`src/rtl/dumper_pkg.sv`:
```
// Shared definitions for the data memory dump engine: FSM encoding and frame constants.
package dumper_pkg;

  // FSM state encoding, kept as plain constants so legacy tools can consume it.
  typedef logic [2:0] state_t;

  localparam state_t ST_IDLE     = 3'd0;
  localparam state_t ST_HEADER   = 3'd1;
  localparam state_t ST_LOAD     = 3'd2;
  localparam state_t ST_SEND     = 3'd3;
  localparam state_t ST_CHECKSUM = 3'd4;
  localparam state_t ST_DONE     = 3'd5;

  // First byte of every dump frame; lets the host resynchronise on the stream.
  localparam logic [7:0] DUMP_HEADER = 8'hDA;

endpackage

```
`src/rtl/data_memory_dumper.sv`:
```
// Debug read-out engine: on start, walks every word of the data memory through the
// snoop port and streams it LSB-first as bytes to the UART TX, framed by a header
// byte and trailed by an 8-bit additive checksum of the data bytes.
module data_memory_dumper
  import dumper_pkg::*;
#(
  parameter int DEPTH = 256
) (
  input  logic        clk_i,
  input  logic        rst_i,
  input  logic        start_i,
  output logic        busy_o,
  output logic        done_o,
  output logic [31:0] mem_addr_o,
  input  logic [31:0] mem_data_i,
  output logic [7:0]  tx_data_o,
  output logic        tx_valid_o,
  input  logic        tx_ready_i
);

  localparam int AW = (DEPTH > 1) ? $clog2(DEPTH) : 1;
  localparam logic [AW-1:0] LAST_WORD = AW'(DEPTH - 1);

  state_t        state_reg;
  logic [AW-1:0] word_idx_reg;
  logic [1:0]    byte_idx_reg;
  logic [31:0]   word_q_reg;
  logic [7:0]    checksum_reg;
  logic [7:0]    tx_data_reg;
  logic          tx_valid_reg;
  logic          done_reg;

  logic [1:0]    byte_idx_inc;
  logic [7:0]    checksum_next;
  logic          tx_fire;
  logic [7:0]    word_bytes [4];

  // Split the captured word into byte lanes so SEND can pick the next one by index.
  generate
    for (genvar gi = 0; gi < 4; gi++) begin : g_byte_lane
      assign word_bytes[gi] = word_q_reg[8*gi +: 8];
    end
  endgenerate

  assign byte_idx_inc  = byte_idx_reg + 2'd1;
  assign checksum_next = checksum_reg + tx_data_reg;
  assign tx_fire       = tx_valid_reg && tx_ready_i;

  assign busy_o     = (state_reg != ST_IDLE);
  assign done_o     = done_reg;
  assign tx_data_o  = tx_data_reg;
  assign tx_valid_o = tx_valid_reg;
  // Word index drives the snoop port continuously; it is only meaningful in LOAD.
  assign mem_addr_o = {{(30 - AW){1'b0}}, word_idx_reg, 2'b00};

  // Frame sequencer: state, counters, checksum and the registered TX byte all move
  // together so the byte/valid pair stays stable until the UART accepts it.
  always_ff @(posedge clk_i) begin
    if (rst_i) begin
      state_reg    <= ST_IDLE;
      word_idx_reg <= '0;
      byte_idx_reg <= '0;
      word_q_reg   <= '0;
      checksum_reg <= '0;
      tx_data_reg  <= '0;
      tx_valid_reg <= 1'b0;
      done_reg     <= 1'b0;
    end else begin
      done_reg <= 1'b0;
      case (state_reg)
        ST_IDLE: begin
          if (start_i) begin
            state_reg    <= ST_HEADER;
            word_idx_reg <= '0;
            byte_idx_reg <= '0;
            checksum_reg <= '0;
            tx_data_reg  <= DUMP_HEADER;
            tx_valid_reg <= 1'b1;
          end
        end

        ST_HEADER: begin
          if (tx_fire) begin
            state_reg    <= ST_LOAD;
            tx_valid_reg <= 1'b0;
          end
        end

        // Memory is sampled here, so later core writes to this word are not seen.
        ST_LOAD: begin
          word_q_reg   <= mem_data_i;
          tx_data_reg  <= mem_data_i[7:0];
          tx_valid_reg <= 1'b1;
          state_reg    <= ST_SEND;
        end

        ST_SEND: begin
          if (tx_fire) begin
            checksum_reg <= checksum_next;
            byte_idx_reg <= byte_idx_inc;
            if (byte_idx_reg == 2'd3) begin
              if (word_idx_reg == LAST_WORD) begin
                // Checksum byte already includes the byte being accepted now.
                state_reg   <= ST_CHECKSUM;
                tx_data_reg <= checksum_next;
              end else begin
                state_reg    <= ST_LOAD;
                word_idx_reg <= word_idx_reg + 1'b1;
                tx_valid_reg <= 1'b0;
              end
            end else begin
              tx_data_reg <= word_bytes[byte_idx_inc];
            end
          end
        end

        ST_CHECKSUM: begin
          if (tx_fire) begin
            state_reg    <= ST_DONE;
            tx_valid_reg <= 1'b0;
            tx_data_reg  <= '0;
            done_reg     <= 1'b1;
          end
        end

        ST_DONE: begin
          state_reg <= ST_IDLE;
        end

        default: begin
          state_reg    <= ST_IDLE;
          tx_valid_reg <= 1'b0;
        end
      endcase
    end
  end

endmodule

```
`config.mk`:
```
export PLATFORM = sky130hd
export DESIGN_NAME = data_memory_dumper
export DESIGN_NICKNAME = d
export VERILOG_FILES = /design/src/rtl/dumper_pkg.sv /design/src/rtl/data_memory_dumper.sv
export SDC_FILE = /design/constraint.sdc
export NUM_CORES = 1
export LEC_CHECK = 0
export BUFFER_PORTS_ARGS = -buffer_cell sky130_fd_sc_hd__buf_4
export CAP_MARGIN = 30
export CELL_PAD_IN_SITES_DETAIL_PLACEMENT = 1
export CELL_PAD_IN_SITES_GLOBAL_PLACEMENT = 1
export CORE_ASPECT_RATIO = 0.8
export CORE_UTILIZATION = 42
export CTS_CLUSTER_SIZE = 40
export DETAILED_ROUTE_END_ITERATION = 8
export GPL_TIMING_DRIVEN = 0
export PLACE_DENSITY_LB_ADDON = 0.08
export SLEW_MARGIN = 20
export SYNTH_ARGS = -nofsm -noshare
export SYNTH_HDL_FRONTEND = slang
export SYNTH_SLANG_ARGS = --single-unit
```
`constraint.sdc`:
```
create_clock -name clk_i -period 4.35 [get_ports clk_i]
set_clock_uncertainty 0.05 [all_clocks]
set_input_delay 0.2175 -clock clk_i [delete_from_list [all_inputs] [get_ports clk_i]]
set_output_delay 0.2175 -clock clk_i [all_outputs]
set_load 0.01 [all_outputs]
```
======== Yosys cells after proc, flatten, opt, wreduce, memory -nomap -nowiden ========
Index checks and enable logic that the tools add are counted.
cells by class
  reduce and logical (&&, ||, !) cells .... 12
  equal/unequal tests ..................... 15
  $lt $le $gt $ge ......................... 1
  add/subtract/negate cells ............... 3
  bitwise logic cells ..................... 3
  muxes and demuxes ....................... 33
operators with widths
  cell                                                              count
  8-bit two-way mux                                                 12
  8-bit one-hot mux with 2 select lines                             2
  8-bit one-hot mux with 4 select lines                             1
  3-bit two-way mux                                                 6
  8-bit binary-select mux with 2-bit select                         1
  3-bit one-hot mux with 5 select lines                             1
  5-bit AND reduction                                               3
  2-bit inequality test (second input constant)                     6
  8-bit by 1-bit adder with 8-bit output (second input constant)    1
  8-bit adder                                                       1
  8-bit == test (second input constant)                             1
  3-bit by 2-bit == test with 1-bit output (second input constant)  2
  3-bit == test (second input constant)                             2
  1-bit two-way mux                                                 6
  6-bit AND reduction                                               1
  1-bit one-hot mux with 5 select lines                             1
  2-bit two-way mux                                                 2
  2-bit one-hot mux with 2 select lines                             1
  4-bit nonzero test                                                1
  2-bit OR reduction                                                2
  3-bit by 1-bit == test with 1-bit output (second input constant)  1
  3-bit >= comparator (second input constant)                       1
  3-bit logical NOT                                                 1
  3-bit inequality test (second input constant)                     1
  9 further kinds                                                   10
storage, ports and cells
  output and inout port bits .............. 43
  bits in registers ....................... 63

======== Depth between registers and ports, before layout ========
  depth in word-level cells ............... 8
  mapped depth ............................ 8
  depth with buffers taken out ............ 7

======== Worst setup path after synthesis ========
No wires, ideal clock.
  path kind ............................... reg-to-reg
  start ................................... reg tx_data_reg[0] (netlist: tx_data_o[0])
  end ..................................... reg tx_data_reg[6] (netlist: tx_data_o[6])
  setup time .............................. 134 ps
  path slack .............................. 2,248 ps
  cell stages (with the launch flop) ...... 8
  arrival time ............................ 1,917 ps
  cell sequence ........................... dfxtp_1 > ha_1 > fa_1 > a211oi_1 > nor2_1 > o31ai_1 > mux2i_1 > a41oi_1
between the ends
  word-level cells in the longest chain between the ends .. 5
ends and longest elaborated chain
  item                                   RTL line                   source
  start: declaration                     data_memory_dumper.sv:29   logic [7:0] tx_data_reg;
  start signal: assignment               data_memory_dumper.sv:92   tx_data_reg <= mem_data_i[7:0];
  start signal: assignment               data_memory_dumper.sv:105  tx_data_reg <= checksum_next;
  start signal: assignment               data_memory_dumper.sv:112  tx_data_reg <= word_bytes[byte_idx_inc];
  8-bit adder                            data_memory_dumper.sv:46   assign checksum_next = checksum_reg + tx_data_reg;
  8-bit two-way mux                      data_memory_dumper.sv:102  if (word_idx_reg == LAST_WORD) begin
  8-bit two-way mux                      data_memory_dumper.sv:101  if (byte_idx_reg == 2'd3) begin
  8-bit two-way mux                      data_memory_dumper.sv:98   if (tx_fire) begin
  8-bit one-hot mux with 4 select lines  data_memory_dumper.sv:70   case (state_reg)
No other way between the ends. The select of a mux whose other input is x is not followed.
A chain may end at the register's enable or synchronous reset.

======== Final worst setup path ========
Ends and elaborated chain as after synthesis.

==> metrics.yaml <==
detailed_routing:
  drt_wl_total_mm: 10.07
  initialDrtViolationCount: 117
  vias: 3202
  antenna_left: 0
  drc: 0
  drt-wirelength-per-cell_um: 16.65
  viasPerCell: 5.293
  firstDrtPassIters: 5
sta:
  slew_viol_final: 0
  setup_viol: 0
  final_hold_viol_count: 0
  fmax_mhz: 415.8
  whs_ps: 48.92
  post-route-period-util_pct: 55.28
  tightest_slew_ps: 895.9
  tns_ps: 0
  rsz0062_at_grt: "false"
  fin_crit_ps: 2405
  slew-limit-headroom_pct: 40.05
  layout_setup_ws_ps: 1945
logic_synthesis:
  postSynth.asyncResetShare_pct: 0
  ys_seq_area_share_pct: 37.57
  synthMuxAreaShare_pct: 6.895
  synthCells: 407
  ys_seq_elements: 63
  synthFlopType: "dfxtp_1"
  synth_compound_area_share_pct: 19.64
  yosys.area_share.simple_pct: 20.98
  yosysWarnings: 0
  synth-edff-count: 0
  netlist_area_um2: 3357
  synth_xor_area_share_pct: 2.087
  ys_types: 49
  synth_fa_ha_area_share_pct: 3.951
  syn_avg_cell_area_um2: 8.248
  synth_top_family_by_area: "simple AND/OR/NAND/NOR gates"
cts:
  h-tree-depth: 3
  cts_setup_buffers: 0
  clock_latency_ps: 350
  cts_tree: "built"
  cts_buffers: 9
  ctsHoldBuffers: 0
  clock-root-buffer: "clkbuf_8"
  cts.path.max_buffers: 2
  cts.sinks: 63
  cts_resized: 0
  clk_pin_slew_ps: 80
critical_path:
  crit_start: "tx_data_o[0]$_SDFFE_PP0P_"
  cp_cell_sequence: "ha_1 > fa_1 > a211oi_1 > nor2_1 > o31ai_1 > mux2i_1 > a41oi_1"
  cp-end-kind: "flip-flop"
  worst_setup_path_start_kind: "flip-flop"
  critPathMaxStageDelay_ps: 440
  r2r_end: "tx_data_o[6]$_SDFFE_PP0P_"
  crit_type: "flip-flop to flip-flop"
  cpMaxStageDelayCell: "fa_1"
  cp.required_ps: 4520
  r2r_slack_ps: 1950
  r2r_cells: 7
  endpoint: "tx_data_o[6]$_SDFFE_PP0P_"
  crit_path_max_fanout: 3
  reg2reg_from: "tx_data_o[0]$_SDFFE_PP0P_"
  worstPathArrival_ps: 2570
placed_design:
  pre_cts_ws_ps: 1988
  routabilityCongestion: 0.8065
  dp_hpwl_mm: 7.543
  placedCellCount: 589
  io_buffers: 54
die:
  row_count: 28
  pin_count: 79
  coreArea_um2: 7567
  die_w_um: 102.0
  start_util_pct: 44.36
  fp.dieArea_um2: 8357
  die_y_um: 81.97
run:
  maxCapViolations: 0
cells_and_area:
  fin_nets: 541
  largest_reg_flops: 32
  n_antenna_cell: 0
  final_cell_mix: "82 x nand2_1, 78 x buf_4, 63 x dfxtp_1"
  n_fill_cell: 989
  layout_commonest_cell: "nand2_1"
  area_growth_pct: 25.42
  layout.cells.non_filler: 605
  drive_above_1_share_pct: 22.40
pwr:
  p_leak_nw: 1.764
  vdd_drop_max_mv: 0.2222
  powerDensity_nw_per_um2: 321.8
grt:
  grt_use_total_pct: 25.47
  grt_overflow: 0
  grt_pass1_vias: 3253
  grt_max_degree: 13
  grt_pass1_wl_mm: 15.86
  grt_antenna_before_repair: 0
worst_hold_path:
  min_path_type: "input port to flip-flop"
run_status:
  status: "finished clean"
==> logic make-up after synthesis <==
logic type	after synthesis
simple gates	157
compound gates	104
flops	63
buf+inv	51
mux	13
fa+ha+maj	10
xor+xnor	8
other cells	1
==> power by group <==
group	internal (mW)	switching, mW
Clock	0.341	0.254
Combinational	0.0730	0.0879
Sequential	0.589	0.0107
==> Yosys cell counts (all sizes together), types with 3 or more instances <==
cell type / instances / area (um^2)
nor2: 35 / 131.4
nand3: 6 / 30.03
a21o: 6 / 52.55
o21bai: 3 / 22.52
nand4: 3 / 18.77
dfxtp: 63 / 1261
nand2b: 4 / 25.02
a21oi: 49 / 245.2
xnor2: 5 / 43.79
a2111oi: 3 / 26.28
o21ai: 8 / 40.04
a22oi: 10 / 80.07
o31ai: 8 / 60.06
nor3: 3 / 15.01
mux4: 8 / 180.2
clkbuf: 18 / 67.56
buf: 29 / 211.5
a211oi: 9 / 67.56
mux2i: 4 / 40.04
ha: 9 / 112.6
and3: 4 / 25.02
inv: 3 / 11.26
xor2: 3 / 26.28
or4: 4 / 30.03
nand2: 82 / 307.8
==> final cells by class <==
cell class              instances  area, um^2  area share [%]
multi-input cells             316        1888           44.84
repair buffers                 54       405.4           9.629
plain buffers                  47       279.0           6.627
well taps                     105       131.4           3.120
flip-flops and latches         63        1261           29.96
clock inverters                 6       92.59           2.199
clock buffers                  10       137.6           3.269
inverters                       4       15.01          0.3566
==> per-layer routing <==
metal | GRT usage (%) | share of wire [%]
met1 | 30.87 | 45
met2 | 45.34 | 50
met3 | 5.191 | 4.1
met4 | 8.429 | 1.6
met5 | 0 | 0
==> per-stage QoR <==
stage	utilization, %	area, um^2	total power [mW]
floorplan	-	3443	0.7056
global placement	52.60	3980	0.7664
detailed placement	52.60	3980	0.7710
CTS	55.64	4210	1.361
global route	55.64	4210	1.406
finish	55.64	4210	1.355
==> critical path, delay by kind of cell, from the launching register on <==
family                   cells  cell delay (ps)
adder cells (fa/ha/maj)      2              680
AND/OR/NAND/NOR              1              110
AO/OA/AOI/OAI                3              810
flip-flops                   1              360
multiplexers                 1              260
==> worst min path at each step <==
stage / cells past startpoint / to / slack (ps) / startpoint
final: 2 / state_reg[1]$_SDFFE_PP0P_ / 50 / rst_i
after global routing: 2 / state_reg[1]$_SDFFE_PP0P_ / 50 / rst_i
after CTS: 2 / state_reg[1]$_SDFFE_PP0P_ / 40 / rst_i
after detailed placement: 2 / word_q_reg[29]$_SDFFE_PP0P_ / 400 / word_q_reg[29]$_SDFFE_PP0P_
after global placement: 2 / word_q_reg[8]$_SDFFE_PP0P_ / 390 / word_q_reg[8]$_SDFFE_PP0P_
after floorplan: 1 / state_reg[1]$_SDFFE_PP0P_ / 260 / rst_i
(Power assumes the default switching activity.)
